--- config.mk ---
export PLATFORM = sky130hd
export DESIGN_NAME = ahb_rom_arb2_flat
export DESIGN_NICKNAME = d
export VERILOG_FILES = /design/src/rtl/rom_arb_pkg.sv /design/src/rtl/ahb_rom_arb2_if.sv /design/src/rtl/ahb_rom_arb_port.sv /design/src/rtl/ahb_rom_arb2.sv /design/src/flat_wrapper.sv
export SDC_FILE = /design/constraint.sdc
export NUM_CORES = 1
export LEC_CHECK = 0
export CAP_MARGIN = 15
export CORE_MARGIN = 2
export CORE_UTILIZATION = 36
export DETAILED_ROUTE_END_ITERATION = 12
export PLACE_DENSITY_LB_ADDON = 0.2
export SETUP_SLACK_MARGIN = 0.3
export SLEW_MARGIN = 0
export SYNTH_ARGS = -nofsm -noshare
export SYNTH_HDL_FRONTEND = slang
export SYNTH_HIERARCHICAL = 1
export SYNTH_SLANG_ARGS = --single-unit
--- constraint.sdc ---
create_clock -name hclk -period 5.4 [get_ports hclk]
set_input_delay 1.35 -clock hclk [delete_from_list [all_inputs] [get_ports hclk]]
set_output_delay 1.35 -clock hclk [all_outputs]
set_load 0.03 [all_outputs]
--- src/rtl/rom_arb_pkg.sv ---
// rom_arb_pkg: shared types and constants for the two-port AHB-Lite ROM arbiter.
// Port FSM state enum, HTRANS/HRESP encodings, port index constants.
package rom_arb_pkg;

  typedef enum logic [2:0] {
    ST_IDLE,
    ST_DATA,
    ST_WAIT,
    ST_ERR1,
    ST_ERR2
  } port_st_e;

  localparam logic [1:0] HTRANS_IDLE   = 2'b00;
  localparam logic [1:0] HTRANS_BUSY   = 2'b01;
  localparam logic [1:0] HTRANS_NONSEQ = 2'b10;
  localparam logic [1:0] HTRANS_SEQ    = 2'b11;

  localparam logic [1:0] HRESP_OKAY  = 2'b00;
  localparam logic [1:0] HRESP_ERROR = 2'b01;

  localparam int PORT_I = 0;
  localparam int PORT_D = 1;

endpackage

--- src/rtl/ahb_rom_arb2_if.sv ---
// ahb_rom_arb2_if: one AHB-Lite slave port (hsel/hready/htrans/hwrite/haddr in,
// hreadyout/hresp/hrdata out). master = bus matrix side, slave = ROM arbiter side.
interface ahb_rom_arb2_if;

  logic        hsel;
  logic        hready;
  logic [1:0]  htrans;
  logic        hwrite;
  logic [31:0] haddr;
  logic        hreadyout;
  logic [1:0]  hresp;
  logic [31:0] hrdata;

  modport master (
    output hsel, hready, htrans, hwrite, haddr,
    input  hreadyout, hresp, hrdata
  );

  modport slave (
    input  hsel, hready, htrans, hwrite, haddr,
    output hreadyout, hresp, hrdata
  );

endinterface

--- src/rtl/ahb_rom_arb_port.sv ---
// ahb_rom_arb_port: one AHB-Lite port FSM with address capture and hreadyout/hresp.
// Ports: hclk, hresetn, bus (slave), rom_rdata, grant in; rd_req, pend, req_addr out.
module ahb_rom_arb_port #(
  parameter int p_AW = 15
) (
  input  logic            hclk,
  input  logic            hresetn,
  ahb_rom_arb2_if.slave   bus,
  input  logic [31:0]     rom_rdata,
  input  logic            grant,
  output logic            rd_req,
  output logic            pend,
  output logic [p_AW-3:0] req_addr
);

  import rom_arb_pkg::*;

  port_st_e        st, nxt;
  logic            acc;
  logic            open_st;
  logic [p_AW-3:0] cap_addr;
  logic            unused_bits;

  assign acc = bus.hsel & bus.hready & bus.htrans[1];

  // Only states with hreadyout=1 may accept a new address phase.
  assign open_st = (st == ST_IDLE) | (st == ST_DATA) | (st == ST_ERR2);
  assign rd_req  = open_st & acc & ~bus.hwrite;

  always_comb begin
    nxt = ST_IDLE;
    unique case (st)
      ST_WAIT: nxt = ST_DATA;
      ST_ERR1: nxt = ST_ERR2;
      default: begin
        if (acc) begin
          if (bus.hwrite)  nxt = ST_ERR1;
          else if (grant)  nxt = ST_DATA;
          else             nxt = ST_WAIT;
        end
      end
    endcase
  end

  always_ff @(posedge hclk or negedge hresetn) begin
    if (!hresetn) begin
      st       <= ST_IDLE;
      cap_addr <= '0;
    end else begin
      st <= nxt;
      if (rd_req & ~grant)
        cap_addr <= bus.haddr[p_AW-1:2];
    end
  end

  assign pend     = (st == ST_WAIT);
  assign req_addr = pend ? cap_addr : bus.haddr[p_AW-1:2];

  assign bus.hreadyout = ~((st == ST_WAIT) | (st == ST_ERR1));
  assign bus.hresp     = ((st == ST_ERR1) | (st == ST_ERR2)) ?
                         HRESP_ERROR : HRESP_OKAY;
  assign bus.hrdata    = rom_rdata;

  assign unused_bits = ^{bus.htrans[0], bus.haddr[31:p_AW], bus.haddr[1:0]};

endmodule

--- src/rtl/ahb_rom_arb2.sv ---
// ahb_rom_arb2: two AHB-Lite ports (p0 instr, p1 data) sharing one sync ROM; ports hclk,
// hresetn, p0/p1, rom_rdata, rom_addr, rom_cs. ROM_ARB_FIXED_PRI_EN: port 0 wins ties.
module ahb_rom_arb2 #(
  parameter int p_AW = 15
) (
  input  logic            hclk,
  input  logic            hresetn,
  ahb_rom_arb2_if.slave   p0,
  ahb_rom_arb2_if.slave   p1,
  input  logic [31:0]     rom_rdata,
  output logic [p_AW-3:0] rom_addr,
  output logic            rom_cs
);

  import rom_arb_pkg::*;

  logic [1:0]      req;
  logic [1:0]      pend;
  logic [1:0]      gnt;
  logic [p_AW-3:0] a0, a1;
  logic            tie_d;

  ahb_rom_arb_port #(.p_AW(p_AW)) u_port_i (
    .hclk      (hclk),
    .hresetn   (hresetn),
    .bus       (p0),
    .rom_rdata (rom_rdata),
    .grant     (gnt[PORT_I]),
    .rd_req    (req[PORT_I]),
    .pend      (pend[PORT_I]),
    .req_addr  (a0)
  );

  ahb_rom_arb_port #(.p_AW(p_AW)) u_port_d (
    .hclk      (hclk),
    .hresetn   (hresetn),
    .bus       (p1),
    .rom_rdata (rom_rdata),
    .grant     (gnt[PORT_D]),
    .rd_req    (req[PORT_D]),
    .pend      (pend[PORT_D]),
    .req_addr  (a1)
  );

  // A stalled port always wins, so two ports can never be in WAIT together.
  always_comb begin
    gnt = '0;
    unique case (1'b1)
      pend[PORT_I]: gnt[PORT_I] = 1'b1;
      pend[PORT_D]: gnt[PORT_D] = 1'b1;
      (&req): begin
        if (tie_d) gnt[PORT_D] = 1'b1;
        else       gnt[PORT_I] = 1'b1;
      end
      default: gnt = req;
    endcase
    if (!hresetn)
      gnt = '0;
  end

`ifdef ROM_ARB_FIXED_PRI_EN
  assign tie_d = 1'b0;
`else
  logic rr;

  always_ff @(posedge hclk or negedge hresetn) begin
    if (!hresetn)
      rr <= 1'b0;
    else if (gnt[PORT_I])
      rr <= 1'b1;
    else if (gnt[PORT_D])
      rr <= 1'b0;
  end

  assign tie_d = rr;
`endif

  assign rom_cs   = |gnt;
  assign rom_addr = gnt[PORT_I] ? a0 :
                    gnt[PORT_D] ? a1 : '0;

endmodule

--- src/flat_wrapper.sv ---
// flat-port wrapper written by rule: the top's interface ports become plain ports
module ahb_rom_arb2_flat import rom_arb_pkg::*;
#(
  parameter int p_AW = 15
)
  (hclk, hresetn, rom_rdata, rom_addr, rom_cs, p0_hsel, p0_hready, p0_htrans, p0_hwrite, p0_haddr, p0_hreadyout, p0_hresp, p0_hrdata, p1_hsel, p1_hready, p1_htrans, p1_hwrite, p1_haddr, p1_hreadyout, p1_hresp, p1_hrdata);
  ahb_rom_arb2_if p0_i ();
  ahb_rom_arb2_if p1_i ();
  input  logic hclk;
  input  logic hresetn;
  input  logic [31:0] rom_rdata;
  output logic [p_AW-3:0] rom_addr;
  output logic rom_cs;
  input wire logic [$bits(p0_i.hsel)-1:0] p0_hsel;
  input wire logic [$bits(p0_i.hready)-1:0] p0_hready;
  input wire logic [$bits(p0_i.htrans)-1:0] p0_htrans;
  input wire logic [$bits(p0_i.hwrite)-1:0] p0_hwrite;
  input wire logic [$bits(p0_i.haddr)-1:0] p0_haddr;
  output wire logic [$bits(p0_i.hreadyout)-1:0] p0_hreadyout;
  output wire logic [$bits(p0_i.hresp)-1:0] p0_hresp;
  output wire logic [$bits(p0_i.hrdata)-1:0] p0_hrdata;
  input wire logic [$bits(p1_i.hsel)-1:0] p1_hsel;
  input wire logic [$bits(p1_i.hready)-1:0] p1_hready;
  input wire logic [$bits(p1_i.htrans)-1:0] p1_htrans;
  input wire logic [$bits(p1_i.hwrite)-1:0] p1_hwrite;
  input wire logic [$bits(p1_i.haddr)-1:0] p1_haddr;
  output wire logic [$bits(p1_i.hreadyout)-1:0] p1_hreadyout;
  output wire logic [$bits(p1_i.hresp)-1:0] p1_hresp;
  output wire logic [$bits(p1_i.hrdata)-1:0] p1_hrdata;
  assign p0_i.hsel = p0_hsel;
  assign p0_i.hready = p0_hready;
  assign p0_i.htrans = p0_htrans;
  assign p0_i.hwrite = p0_hwrite;
  assign p0_i.haddr = p0_haddr;
  assign p0_hreadyout = p0_i.hreadyout;
  assign p0_hresp = p0_i.hresp;
  assign p0_hrdata = p0_i.hrdata;
  assign p1_i.hsel = p1_hsel;
  assign p1_i.hready = p1_hready;
  assign p1_i.htrans = p1_htrans;
  assign p1_i.hwrite = p1_hwrite;
  assign p1_i.haddr = p1_haddr;
  assign p1_hreadyout = p1_i.hreadyout;
  assign p1_hresp = p1_i.hresp;
  assign p1_hrdata = p1_i.hrdata;
  ahb_rom_arb2 #(.p_AW(p_AW)) u_core (.hclk(hclk), .hresetn(hresetn), .p0(p0_i), .p1(p1_i), .rom_rdata(rom_rdata), .rom_addr(rom_addr), .rom_cs(rom_cs));
endmodule
Word-level counts from Yosys, hierarchy flattened
Cells that the tools add are included.
{"block": "totals", "register_bits": 33, "latchBits": 0, "ram_bits": 0, "romBits": 0, "wordCells": 63, "memories": 0}
{"block": "classes", "add_sub_neg": 0, "multipliers": 0, "n_div": 0, "magnitude_cmp": 0, "n_eq_ne": 8, "shifts": 0, "n_mux": 21, "bitwise_logic": 24, "n_reduce_logical": 5}
{"op": "2-to-1 mux 13 bit", "count": 4}
{"op": "2-to-1 mux 2 bit", "count": 7}
{"op": "equality test 3 x 2 -> 1 bit, second input constant", "count": 4}
{"op": "case mux 3 bit (2 select lines)", "count": 2}
{"op": "bitwise AND 1 bit", "count": 10}
{"op": "OR 1 bit", "count": 8}
{"op": "equality test 3 x 1 -> 1 bit, second input constant", "count": 2}
{"op": "equality test 3 bit, second input constant", "count": 2}
{"op": "logical NOT 3 bit", "count": 2}
{"op": "2-to-1 mux 1 bit", "count": 6}
{"op": "inverter 1 bit", "count": 6}
{"op": "case mux 1 bit (3 select lines)", "count": 2}
{"op": "AND reduction 2 bit", "count": 1}
{"op": "nonzero test 2 bit", "count": 1}
{"op": "OR reduction 2 bit", "count": 1}

Logic depth before layout (Yosys ltp)
Gate-level depths: netlist of run 1.
{"block": "logic_depth", "word_depth": 12, "mapped_depth": 9}

Cells and area by module
The synthesis of run 1 kept the hierarchy.
{"mod": "ahb_rom_arb_port", "n_inst": 2, "cells_per_inst": 93, "area_each_um2": 1056.0, "seq_area_each_um2": 400.4}
{"mod": "ahb_rom_arb2", "n_inst": 1, "cells_per_inst": 31, "area_each_um2": 296.5, "seq_area_each_um2": 25.0}

Least setup slack after synthesis of run 1
No wires, ideal clock.
{"block": "synth_timing", "path_kind": "input -> output", "startpoint": "input p1_hwrite", "endpoint": "output rom_addr[10]", "arrival_time_ps": 2830, "setup_slack_ps": 1220, "path_stages": 6, "n_path_buf": 1, "path_cell_list": "a211o_2 > nor2_1 > mux2_4 > o21ai_4 > buf_4 > a22o_2"}
{"element": "start: declaration", "line": "flat_wrapper.sv:25", "text": "input wire logic [$bits(p1_i.hwrite)-1:0] p1_hwrite;"}
{"element": "inverter 1 bit", "line": "ahb_rom_arb_port.sv:28", "text": "assign rd_req = open_st & acc & ~bus.hwrite;"}
{"element": "bitwise AND 1 bit", "line": "ahb_rom_arb_port.sv:28"}
{"element": "via u_core.req[1]", "line": "ahb_rom_arb2.sv:17", "text": "logic [1:0] req;"}
{"element": "AND reduction 2 bit", "line": "ahb_rom_arb2.sv:51", "text": "(&req): begin"}
{"element": "case mux 1 bit (3 select lines)", "line": "ahb_rom_arb2.sv:48", "text": "unique case (1'b1)"}
{"element": "2-to-1 mux 2 bit", "line": "ahb_rom_arb2.sv:57", "text": "if (!hresetn)"}
{"element": "via u_core.gnt[0]", "line": "ahb_rom_arb2.sv:19", "text": "logic [1:0] gnt;"}
{"element": "2-to-1 mux 13 bit", "line": "ahb_rom_arb2.sv:79", "text": "assign rom_addr = gnt[PORT_I] ? a0 :"}
{"element": "end: declaration", "line": "flat_wrapper.sv:12", "text": "output logic [p_AW-3:0] rom_addr;"}
The timed path passes the listed nets, and every way through them passes these cells.

Final worst setup path of run 1
{"block": "layout_timing", "startpoint": "input p1_hwrite", "endpoint": "output rom_addr[8]"}
{"block": "layout_between", "elab_chain_cells": 7}
{"element": "inverter 1 bit (*)", "line": "ahb_rom_arb_port.sv:28"}
{"element": "bitwise AND 1 bit (*)", "line": "ahb_rom_arb_port.sv:28"}
{"element": "via u_core.req[1]", "line": "ahb_rom_arb2.sv:17"}
{"element": "AND reduction 2 bit", "line": "ahb_rom_arb2.sv:51"}
{"element": "case mux 1 bit (3 select lines)", "line": "ahb_rom_arb2.sv:48"}
{"element": "2-to-1 mux 2 bit (*)", "line": "ahb_rom_arb2.sv:57"}
{"element": "2-to-1 mux 13 bit", "line": "ahb_rom_arb2.sv:80", "text": "gnt[PORT_D] ? a1 : '0;"}
{"element": "2-to-1 mux 13 bit (*)", "line": "ahb_rom_arb2.sv:79"}
The timed path passes the listed nets; every way through them passes the cells marked *.

==> impl_results.md, run 1 <==
* Share of the synthesized area in the top cell type at about a third
* Data required, critical path at 4050 ps
* Worst slew slack as a fraction of its limit at 38.2%
* Clock root buffer: sky130_fd_sc_hd__clkbuf_8
* # setup viols final at 0
* Routed vias at 1409
* Hold Crit Depth at 1
* Height of the die at ~86 µm
* Synth unique cells at 26
* Yosys warns at 6
* Full die area at 7360 µm²
* CTS hold repair buffers at 0
* Combinational cell fraction of total power at 23.8%
* Path type of the worst setup path: in -> out
* Minimum setup slack among reg-to-reg paths at roughly 2300 ps
* Starting Density at 37.5%
* Startpoint type of the worst setup path: input pin
* Half-perimeter wire length after placement at a little over 3 mm
* Antenna cell count at 0
* Number of iterations in the first detailed-routing pass at 9
* Switching portion of total power at roughly 27%
* Parity-gate share of the synthesized area counting xor and xnor cells at 0%
* Most common cell after layout, fill and taps aside: sky130_fd_sc_hd__mux2_2
* Synthesized area divided by synthesized cell count at 11.1 µm²
* Post-route standard cell area excluding fillers at 2550 µm²
* Violations in the final reports: design-rule violations
* Fin crit share at 91.8%
* Vias in the first global route at 1468
* Clk network pwr share at 27.3%
* Leakage component of the power at approximately 1.1 nW
* Buffers from clock root to sink, at most at 2
* Sw Pwr at 0.000177 W
* Setup Skew at 6.64 ps
* Share of the synthesized area in compound gates (AO/OA/AOI/OAI) at 9.87%
* First-pass GRT wire length at 7.36 mm
* Final ANT Viol Nets at 0
* Overflow left after global routing at 0
* Global routing usage summed across all routing layers at 12.8%
* Nature of the critical path endpoint: primary output
* Final number of hold-violating endpoints at 0
* Max-slew violations at 0
* Average detailed-routed wire length per instance at 15.7 µm
* Capture point of the worst path: rom_addr[8]
* Area of placed instances at between 2000 and 2500 µm²
* Largest incremental delay on the critical path at about 450 ps
* Initial DRC count at 83
* GP Congestion at 0.745
* Quantity of I/O buffers inserted on ports at 53
* Series of cell instances along the critical path: clkdlybuf4s50_1, a211o_2, nor2_1, mux2_4, o21ai_4, a22o_2, buf_4
* Depth of the worst register-to-register path at 6
* Total number of nets in the final design at 316
* Commonest cells after routing, fill and taps aside: 52 x sky130_fd_sc_hd__mux2_2, 39 x sky130_fd_sc_hd__clkdlybuf4s50_1, 33 x sky130_fd_sc_hd__dfrtp_1, 16 x sky130_fd_sc_hd__buf_4, 10 x sky130_fd_sc_hd__nor2_1
* Setup repair after global routing missed its margin: no
* Setup tns final at 0 ps
* Cell area after technology mapping at around 2400 µm²
* Area growth, synth to finish at 5.82%
* FMAX at about 0.2 GHz
* Top-Level Pins at between 150 and 200
* Sum of routed wire length over all layers at about 4.5 mm
* Crit Reg-Reg Startpoint: u_core/u_port_d/st[2]
* Worst Setup SP: p1_hwrite
* Htree depth at 2
* CTS buffer count at 5
* CTS tree: done
* Die W at 85.8 µm
* Final critical path time including I/O delays and setup at 4960 ps
* Worst-path fanout max at 16
* Adder and majority cell fraction of the synthesized area at 0%
* Core area at about 6400 µm²
* CP delay by family, top: compound AO/OA/AOI/OAI gates
* Drt via density at around 4.9
* Number of enable flip-flop cells after synthesis at 0
* Slew at the pin closest to its max-slew limit at around 930 ps
* Buf+Inv Stages, Crit Path at 2
* Largest area contributor in the netlist: sky130_fd_sc_hd__dfrtp_1
* Share of cell area taken by muxes after synthesis at 24.9%
* Initial antenna violation count at 0
* Number of DRC violations after detailed routing at 14
* Internal power contribution at 0.000483 W
* Net Count, Synth at 325
* Number of max-capacitance violations reported at 0
* Clock transition at the registers of the reported paths at 70 ps
* # clock sinks at 33
* IR Drop Worst-Case VDD at approximately 170 µV
* Status: finished with violations
* Critical path depth at 7
* Share of synthesized flip-flops with an asynchronous set or reset at 100%
* Data arrival time of the critical path at roughly 3600 ps
* Post-Synth Simple-Gate Area at 6.75%
* Largest net degree at the start of global routing at 23
* Top cells by area in the synthesized netlist: sky130_fd_sc_hd__dfrtp_1 34%, sky130_fd_sc_hd__mux2_2 24%, sky130_fd_sc_hd__buf_4 21%
* HP Class: reg -> reg
* Reg-to-Reg End: u_core/u_port_i/cap_addr[9]
* Proportion of layout cells with a drive suffix above 1 at 45.9%
* Reg power frac at 48.9%
* Gate count of the mapped netlist at 217
* Slowest-stage cell, CP: sky130_fd_sc_hd__o21ai_4
* Prevailing post-synth register cell: sky130_fd_sc_hd__dfrtp_1
* Power density normalized to cell area at approximately 260 nW/µm²
* Number of storage elements in the synthesis netlist at 33
* Share of the yosys chip area belonging to registers at ~34%
* Clock insertion delay at the later pin of the skew report at 280 ps
* Combinational family with the most area after synthesis: multiplexers
* Row Count at 29
-- cell families after synthesis --
| logic type | after synthesis |
|---|---|
| multiplexers | 53 |
| other | 2 |
| AND/OR/NAND/NOR | 26 |
| AO/OA/AOI/OAI | 27 |
| buffers and inverters | 76 |
| flip-flops | 33 |
-- power by group through the flow --
| stage | Sequential, W | Combinational [W] | Clock [W] |
|---|---|---|---|
| 2_1_floorplan | 0.000320 | 0.000196 | 0 |
| 3_3_place_gp | 0.000325 | 0.000157 | 0 |
| 3_5_place_dp | 0.000327 | 0.000159 | 0 |
| 4_1_cts | 0.000322 | 0.000159 | 0.000189 |
| 5_1_grt | 0.000330 | 0.000173 | 0.000199 |
| 6_report | 0.000323 | 0.000157 | 0.000180 |
-- through the flow --
stage | instances | setup slack [ps] | util [%] | power [W] | hold slack (ps)
global placement | 278 | 382 | 38.4 | 0.000482 | 484
detailed placement | 278 | 384 | 38.4 | 0.000486 | 490
floorplan | 217 | 1220 | - | 0.000516 | 475
finish | 286 | 443 | 39.7 | 0.000659 | 504
global route | 286 | 311 | 39.7 | 0.000701 | 526
CTS | 286 | 381 | 39.7 | 0.000671 | 507
-- flip-flops by register name (all words and copies together) (netlist names) --
| register | flops |
|---|---|
| u_core/u_port_d/cap_addr | 13 |
| u_core/u_port_i/st | 3 |
| u_core/u_port_i/cap_addr | 13 |
| u_core/rr | 1 |
| u_core/u_port_d/st | 3 |
-- worst min-delay path by stage --
stage	start	to	slack (ps)
floorplan	u_core/u_port_d/cap_addr[0]	u_core/u_port_d/cap_addr[0]	470
global placement	u_core/u_port_i/cap_addr[10]	u_core/u_port_i/cap_addr[10]	480
detailed placement	u_core/u_port_d/cap_addr[11]	u_core/u_port_d/cap_addr[11]	490
CTS	u_core/u_port_d/cap_addr[11]	u_core/u_port_d/cap_addr[11]	510
global route	u_core/u_port_d/cap_addr[12]	u_core/u_port_d/cap_addr[12]	530
finish	u_core/u_port_d/cap_addr[8]	u_core/u_port_d/cap_addr[8]	500
-- final cells by class --
class,instances,area [µm²]
multi-input combinational,108,1010
sequential,33,826
clock buffer,6,72.6
clock inverter,2,10.0
tap,77,96.3
fill,635,3870
inverter,4,15.0
timing repair buffer,56,515
-- cell usage after synthesis, types with 2 or more instances --
master / count
sky130_fd_sc_hd__mux2_2: 52
sky130_fd_sc_hd__a211o_2: 2
sky130_fd_sc_hd__conb_1: 2
sky130_fd_sc_hd__dfrtp_1: 33
sky130_fd_sc_hd__buf_6: 5
sky130_fd_sc_hd__o22ai_1: 2
sky130_fd_sc_hd__a22o_2: 9
sky130_fd_sc_hd__inv_1: 4
sky130_fd_sc_hd__nor3_4: 2
sky130_fd_sc_hd__a21oi_1: 3
sky130_fd_sc_hd__a21o_1: 2
sky130_fd_sc_hd__nand3_1: 2
sky130_fd_sc_hd__buf_4: 67
sky130_fd_sc_hd__a22o_1: 4
sky130_fd_sc_hd__nor2_1: 12
sky130_fd_sc_hd__nand2_1: 3
sky130_fd_sc_hd__nand2b_1: 4
-- what timing repair did --
item	4_1_cts	5_1_grt
buffers inserted	0	0
resized for setup	0	0
endpoints found under the setup margin	0	9
-- metal layers --
layer,GRT usage (%),vias to the layer above,wire length (µm)
met2,19.1,65,2050
li1,-,668,-
met1,16.2,662,1950
met4,6.20,0,67
met5,0,-,0
met3,4.91,14,412
No activity file was read; power rests on OpenSTA's default activity.
==> run 2: changes to the inputs <==
--- a/config.mk
+++ b/config.mk
@@ -6,11 +6,12 @@
 export NUM_CORES = 1
 export LEC_CHECK = 0
 export CAP_MARGIN = 15
+export CELL_PAD_IN_SITES_DETAIL_PLACEMENT = 1
+export CELL_PAD_IN_SITES_GLOBAL_PLACEMENT = 1
 export CORE_MARGIN = 2
-export CORE_UTILIZATION = 36
+export CORE_UTILIZATION = 25
 export DETAILED_ROUTE_END_ITERATION = 12
 export PLACE_DENSITY_LB_ADDON = 0.2
-export SETUP_SLACK_MARGIN = 0.3
 export SLEW_MARGIN = 0
 export SYNTH_ARGS = -nofsm -noshare
 export SYNTH_HDL_FRONTEND = slang
==> impl_results.md, run 2 (synthesis results as in run 1) <==
* Total number of nets in the final design at 318
* Initial antenna violation count at 0
* Global-route met2 utilization at between 15 and 20%
* # setup viols final at 0
* Clock root buffer: sky130_fd_sc_hd__clkbuf_8
* Worst Setup SP: p1_hwrite
* Fin cells at 340
* Clock transition at the registers of the reported paths at 70 ps
* # clock sinks at 33
* Height of the die at 102 µm
* Leakage component of the power at 1.10 nW
* First-pass GRT wire length at roughly 8.4 mm
* Sum of routed wire length over all layers at a little over 5 mm
* Initial DRC count at 39
* GR met3 Demand/Resource at 3.15%
* Global routing usage summed across all routing layers at 10.7%
* GP Congestion at between 0.7 and 0.8
* Largest registers: u_core/u_port_d/cap_addr (13), u_core/u_port_i/cap_addr (13)
* CTS hold repair buffers at 0
* Fin crit share at a little over 90%
* FMAX at 0.200 GHz
* Quantity of I/O buffers inserted on ports at 53
* Startpoint type of the worst setup path: input pin
* Buffers from clock root to sink, at most at 2
* Top-Level Pins at 192
* CTS buffer count at 5
* Data arrival time of the critical path at approximately 3700 ps
* Htree depth at 2
* CTS tree: done
* Post-CTS Setup Bufs at 0
* Max-slew violations at 0
* Met1 Use GR at 12.6%
* Setup tns final at 0 ps
* Largest net degree at the start of global routing at 24
* Slew at the pin closest to its max-slew limit at 794 ps
* Final Util at 28.7%
* Post-cts sizing count at 0
* HP Class: reg -> reg
* Proportion of layout cells with a drive suffix above 1 at 46.4%
* Setup repair after global routing missed its margin: no
* Average detailed-routed wire length per instance at about 15 µm
* Instance count after placement with tap cells included at 332
* Final number of hold-violating endpoints at 0
* Worst-path fanout max at 16
* Number of max-capacitance violations reported at 0
* Final critical path time including I/O delays and setup at 5000 ps
* Drt via density at 4.14
* Most common cell after layout, fill and taps aside: sky130_fd_sc_hd__mux2_2
* Final ANT Viol Nets at 0
* Pwr Total at 0.000728 W
* Vias in the first global route at 1653
* Die W at 102 µm
* Commonest cells after routing, fill and taps aside: 52 x sky130_fd_sc_hd__mux2_2, 39 x sky130_fd_sc_hd__clkdlybuf4s50_1, 33 x sky130_fd_sc_hd__dfrtp_1, 18 x sky130_fd_sc_hd__buf_4, 10 x sky130_fd_sc_hd__nor2_1
* Power density normalized to cell area at 274 nW/µm²
* Routed vias at around 1400
* Antenna cell count at 0
* Worst slew slack as a fraction of its limit at 46.9%
* Number of iterations in the first detailed-routing pass at 4
* Core area at just over 9000 µm²
* Clock insertion delay at the later pin of the skew report at 290 ps
* Area of placed instances at 2550 µm²
* Row Count at 35
* Number of DRC violations after detailed routing at 0
* Half-perimeter wire length after placement at 3.64 mm
* Status: finished, final reports clean
* Overflow left after global routing at 0
* Nature of the critical path endpoint: primary output
* Data required, critical path at 4050 ps
* Crit Reg-Reg Startpoint: u_core/u_port_i/st[2]
* Full die area at 10400 µm²
* Path type of the worst setup path: in -> out
* Setup Skew at 4.50 ps
* Gr busiest metal: met2
* Starting Density at between 20% and 30%
* Launch point of the worst hold path: u_core/u_port_d/cap_addr[6]
* Area growth, synth to finish at 10.5%
* IR Drop Worst-Case VDD at between 100 and 150 µV
* Post-route standard cell area excluding fillers at 2660 µm²
## run 2: where the power goes
group          internal (W)  switching, W
Clock              0.000151     0.0000952
Sequential         0.000299     0.0000245
Combinational     0.0000954     0.0000643
Total              0.000545      0.000184
## run 2: through the flow
step           hold WS, ps  worst slack (ps)
6_report               506               395
5_1_grt                523               238
4_1_cts                508               364
3_5_place_dp           491               362
3_3_place_gp           483               360
2_1_floorplan          475              1220
## run 2: worst max-delay path: stages
cell,delay (ps)
sky130_fd_sc_hd__clkdlybuf4s50_1,450
sky130_fd_sc_hd__a211o_2,320
sky130_fd_sc_hd__nor2_1,300
sky130_fd_sc_hd__mux2_4,360
sky130_fd_sc_hd__o21ai_4,470
sky130_fd_sc_hd__a22o_2,260
sky130_fd_sc_hd__buf_4,150
## run 2: final timing paths
check | depth (start not counted) | slack [ps] | to
worst max-delay path | 7 | 400 | rom_addr[6]
worst min-delay path | 1 | 510 | u_core/u_port_d/cap_addr[6]
worst max register to register | 8 | 2320 | u_core/u_port_d/cap_addr[9]
worst min register to register | 1 | 510 | u_core/u_port_d/cap_addr[6]
max in group asynchronous | 2 | 3740 | u_core/u_port_d/cap_addr[8]
min in group asynchronous | 1 | 990 | u_core/u_port_i/cap_addr[12]
## run 2: final cells by class
| cell class | count | area [µm²] |
|---|---|---|
| fill | 1050 | 6620 |
| multi-input combinational | 108 | 1010 |
| sequential | 33 | 826 |
| timing repair buffer | 58 | 531 |
| tap | 129 | 161 |
| clock buffer | 7 | 86.3 |
| clock inverter | 1 | 30.0 |
| inverter | 4 | 15.0 |
## run 2: per-layer routing
layer	vias up	wire length (µm)	share of wire, %
li1	673	-	-
met1	686	2260	44
met2	42	2500	48
met3	7	385	7.4
met4	0	40	0.77
met5	-	0	0
==> run 3: changes to the inputs <==
--- a/config.mk
+++ b/config.mk
@@ -11,7 +11,8 @@
 export CORE_MARGIN = 2
 export CORE_UTILIZATION = 25
 export DETAILED_ROUTE_END_ITERATION = 12
-export PLACE_DENSITY_LB_ADDON = 0.2
+export GPL_ROUTABILITY_DRIVEN = 0
+export PLACE_DENSITY = 0.83
 export SLEW_MARGIN = 0
 export SYNTH_ARGS = -nofsm -noshare
 export SYNTH_HDL_FRONTEND = slang
==> constraint.sdc (replaced) <==
create_clock -name hclk -period 6.16 [get_ports hclk]
set_input_delay 1.54 -clock hclk [delete_from_list [all_inputs] [get_ports hclk]]
set_output_delay 1.54 -clock hclk [all_outputs]
set_load 0.03 [all_outputs]
==> impl_results.md, run 3 (synthesis results as in run 1) <==
* Routed vias at 1435
* Initial antenna violation count at 0
* # setup viols final at 0
* Top cell by count, worst path: sky130_fd_sc_hd__clkdlybuf4s50_1
* Average detailed-routed wire length per instance at 15.7 µm
* CTS buffer count at 5
* FMAX at 0.168 GHz
* Post-cts sizing count at 0
* Clock insertion delay at the later pin of the skew report at 280 ps
* Overflow left after global routing at 0
* Fin crit share at a little over nine tenths
* Number of max-capacitance violations reported at 0
* Antenna cell count at 0
* Status: finished, final reports clean
* Largest net degree at the start of global routing at 35
* Number of iterations in the first detailed-routing pass at 3
* Total number of nets in the final design at 317
* Nature of the critical path endpoint: primary output
* Series of cell instances along the critical path: clkdlybuf4s50_1, a211o_2, nor2_1, mux2_4, o21ai_4, a22o_2, clkdlybuf4s50_1
* Setup repair after global routing missed its margin: no
* Slowest-stage cell, CP: sky130_fd_sc_hd__clkdlybuf4s50_1
* CTS hold repair buffers at 0
* Slew at the pin closest to its max-slew limit at between 1000 and 1500 ps
* Final number of hold-violating endpoints at 0
* # clock sinks at 33
* Buffers from clock root to sink, at most at 2
* Data arrival time of the critical path at 4420 ps
* Commonest cells after routing, fill and taps aside: 52 x sky130_fd_sc_hd__clkdlybuf4s50_1, 52 x sky130_fd_sc_hd__mux2_2, 33 x sky130_fd_sc_hd__dfrtp_1, 10 x sky130_fd_sc_hd__nor2_1, 9 x sky130_fd_sc_hd__a22o_2
* Half-perimeter wire length after placement at 3.68 mm
* Clock root buffer: sky130_fd_sc_hd__clkbuf_8
* First-pass GRT wire length at about 8 mm
* Post-route standard cell area excluding fillers at ~2700 µm²
* Path type of the worst setup path: in -> out
* Buf+Inv Stages, Crit Path at 2
* Final ANT Viol Nets at 0
* HP Class: reg -> reg
* Row Count at 35
* Starting Density at 25.9%
* Largest registers: u_core/u_port_d/cap_addr (13), u_core/u_port_i/cap_addr (13)
* Worst-path fanout max at 16
* Proportion of layout cells with a drive suffix above 1 at 39.7%
* Vias in the first global route at 1635
* Core area at just over 9000 µm²
* Worst slack at placement at 183 ps
* Final critical path time including I/O delays and setup at 5960 ps
* Full die area at 10400 µm²
* Worst slew slack as a fraction of its limit at 33.0%
* Area of placed instances at 2570 µm²
* Quantity of I/O buffers inserted on ports at 53
* Area growth, synth to finish at 10.3%
* CTS tree: done
* Max-slew violations at 0
* Drt via density at 4.25
* Global routing usage summed across all routing layers at 10.4%
* Clock transition at the registers of the reported paths at 70 ps
* Height of the die at 102 µm
* Initial DRC count at 13
* Largest incremental delay on the critical path at 670 ps
* CP delay by family, top: buffers and inverters
* Number of DRC violations after detailed routing at 0
* IR Drop Worst-Case VDD at approximately 93 µV
* Sum of routed wire length over all layers at between 5 and 6 mm
* Top-Level Pins at 192
* Post-CTS Setup Bufs at 0
* Startpoint type of the worst setup path: input pin
* Leakage component of the power at between 1 and 1.5 nW
* Post-route setup slack at 202 ps
* Htree depth at 2
* Die W at 102 µm
* Setup Skew at 4.22 ps
* Data required, critical path at 4620 ps
* Setup tns final at 0 ps
* Power density normalized to cell area at 223 nW/µm²
==> run 3: final cells by class <==
cell class                      instances  area [µm²]
Clock buffer                            7        86.3
Fill cell                            1041        6630
Tap cell                              129         161
Timing Repair Buffer                   57         556
Sequential cell                        33         826
Inverter                                4        15.0
Multi-Input combinational cell        108        1010
==> run 3: worst register-to-register path, stage by stage, from the launching register on <==
cell and delay (ps):
sky130_fd_sc_hd__dfrtp_1 400, sky130_fd_sc_hd__nand2b_1 240, sky130_fd_sc_hd__nor2_2 790, sky130_fd_sc_hd__mux2_4 330, sky130_fd_sc_hd__o21ai_4 180, sky130_fd_sc_hd__nor3_4 710, sky130_fd_sc_hd__mux2_2 410
==> run 3: metrics by stage <==
stage,util (%),cells,hold WS (ps),power [W]
finish,28.6,338,503,0.000594
global route,28.6,338,516,0.000636
CTS,28.6,338,510,0.000608
detailed placement,27.7,331,490,0.000432
global placement,27.7,331,483,0.000423
floorplan,-,217,475,0.000452
==> run 3: path summary, 6_finish.rpt <==
check / start / end / slack, ps / depth (start not counted)
max in group asynchronous: hresetn / u_core/u_port_i/cap_addr[10] / 4390 / 2
worst min register to register: u_core/u_port_i/cap_addr[11] / u_core/u_port_i/cap_addr[11] / 500 / 1
worst max register to register: u_core/u_port_d/st[2] / u_core/u_port_i/cap_addr[2] / 2970 / 6
min in group asynchronous: hresetn / u_core/u_port_i/st[0] / 1080 / 1
worst min-delay path: u_core/u_port_i/cap_addr[11] / u_core/u_port_i/cap_addr[11] / 500 / 1
worst max-delay path: p1_hwrite / rom_addr[11] / 200 / 7
==> run 3: where the power goes <==
part           leakage [nW]  total, W  switching [W]  internal [W]
Sequential            0.408  0.000284      0.0000218      0.000262
Combinational         0.602  0.000142      0.0000568     0.0000849
Clock                0.0443  0.000168      0.0000795     0.0000888
==> run 3: per-layer routing <==
| layer | global-route usage [%] | vias to the layer above | wire [µm] |
|---|---|---|---|
| li1 | - | 663 | - |
| met1 | 12.3 | 723 | 2220 |
| met2 | 18.8 | 41 | 2720 |
| met3 | 3.21 | 8 | 325 |
| met4 | 1.95 | 0 | 24 |
| met5 | 0 | - | 0 |
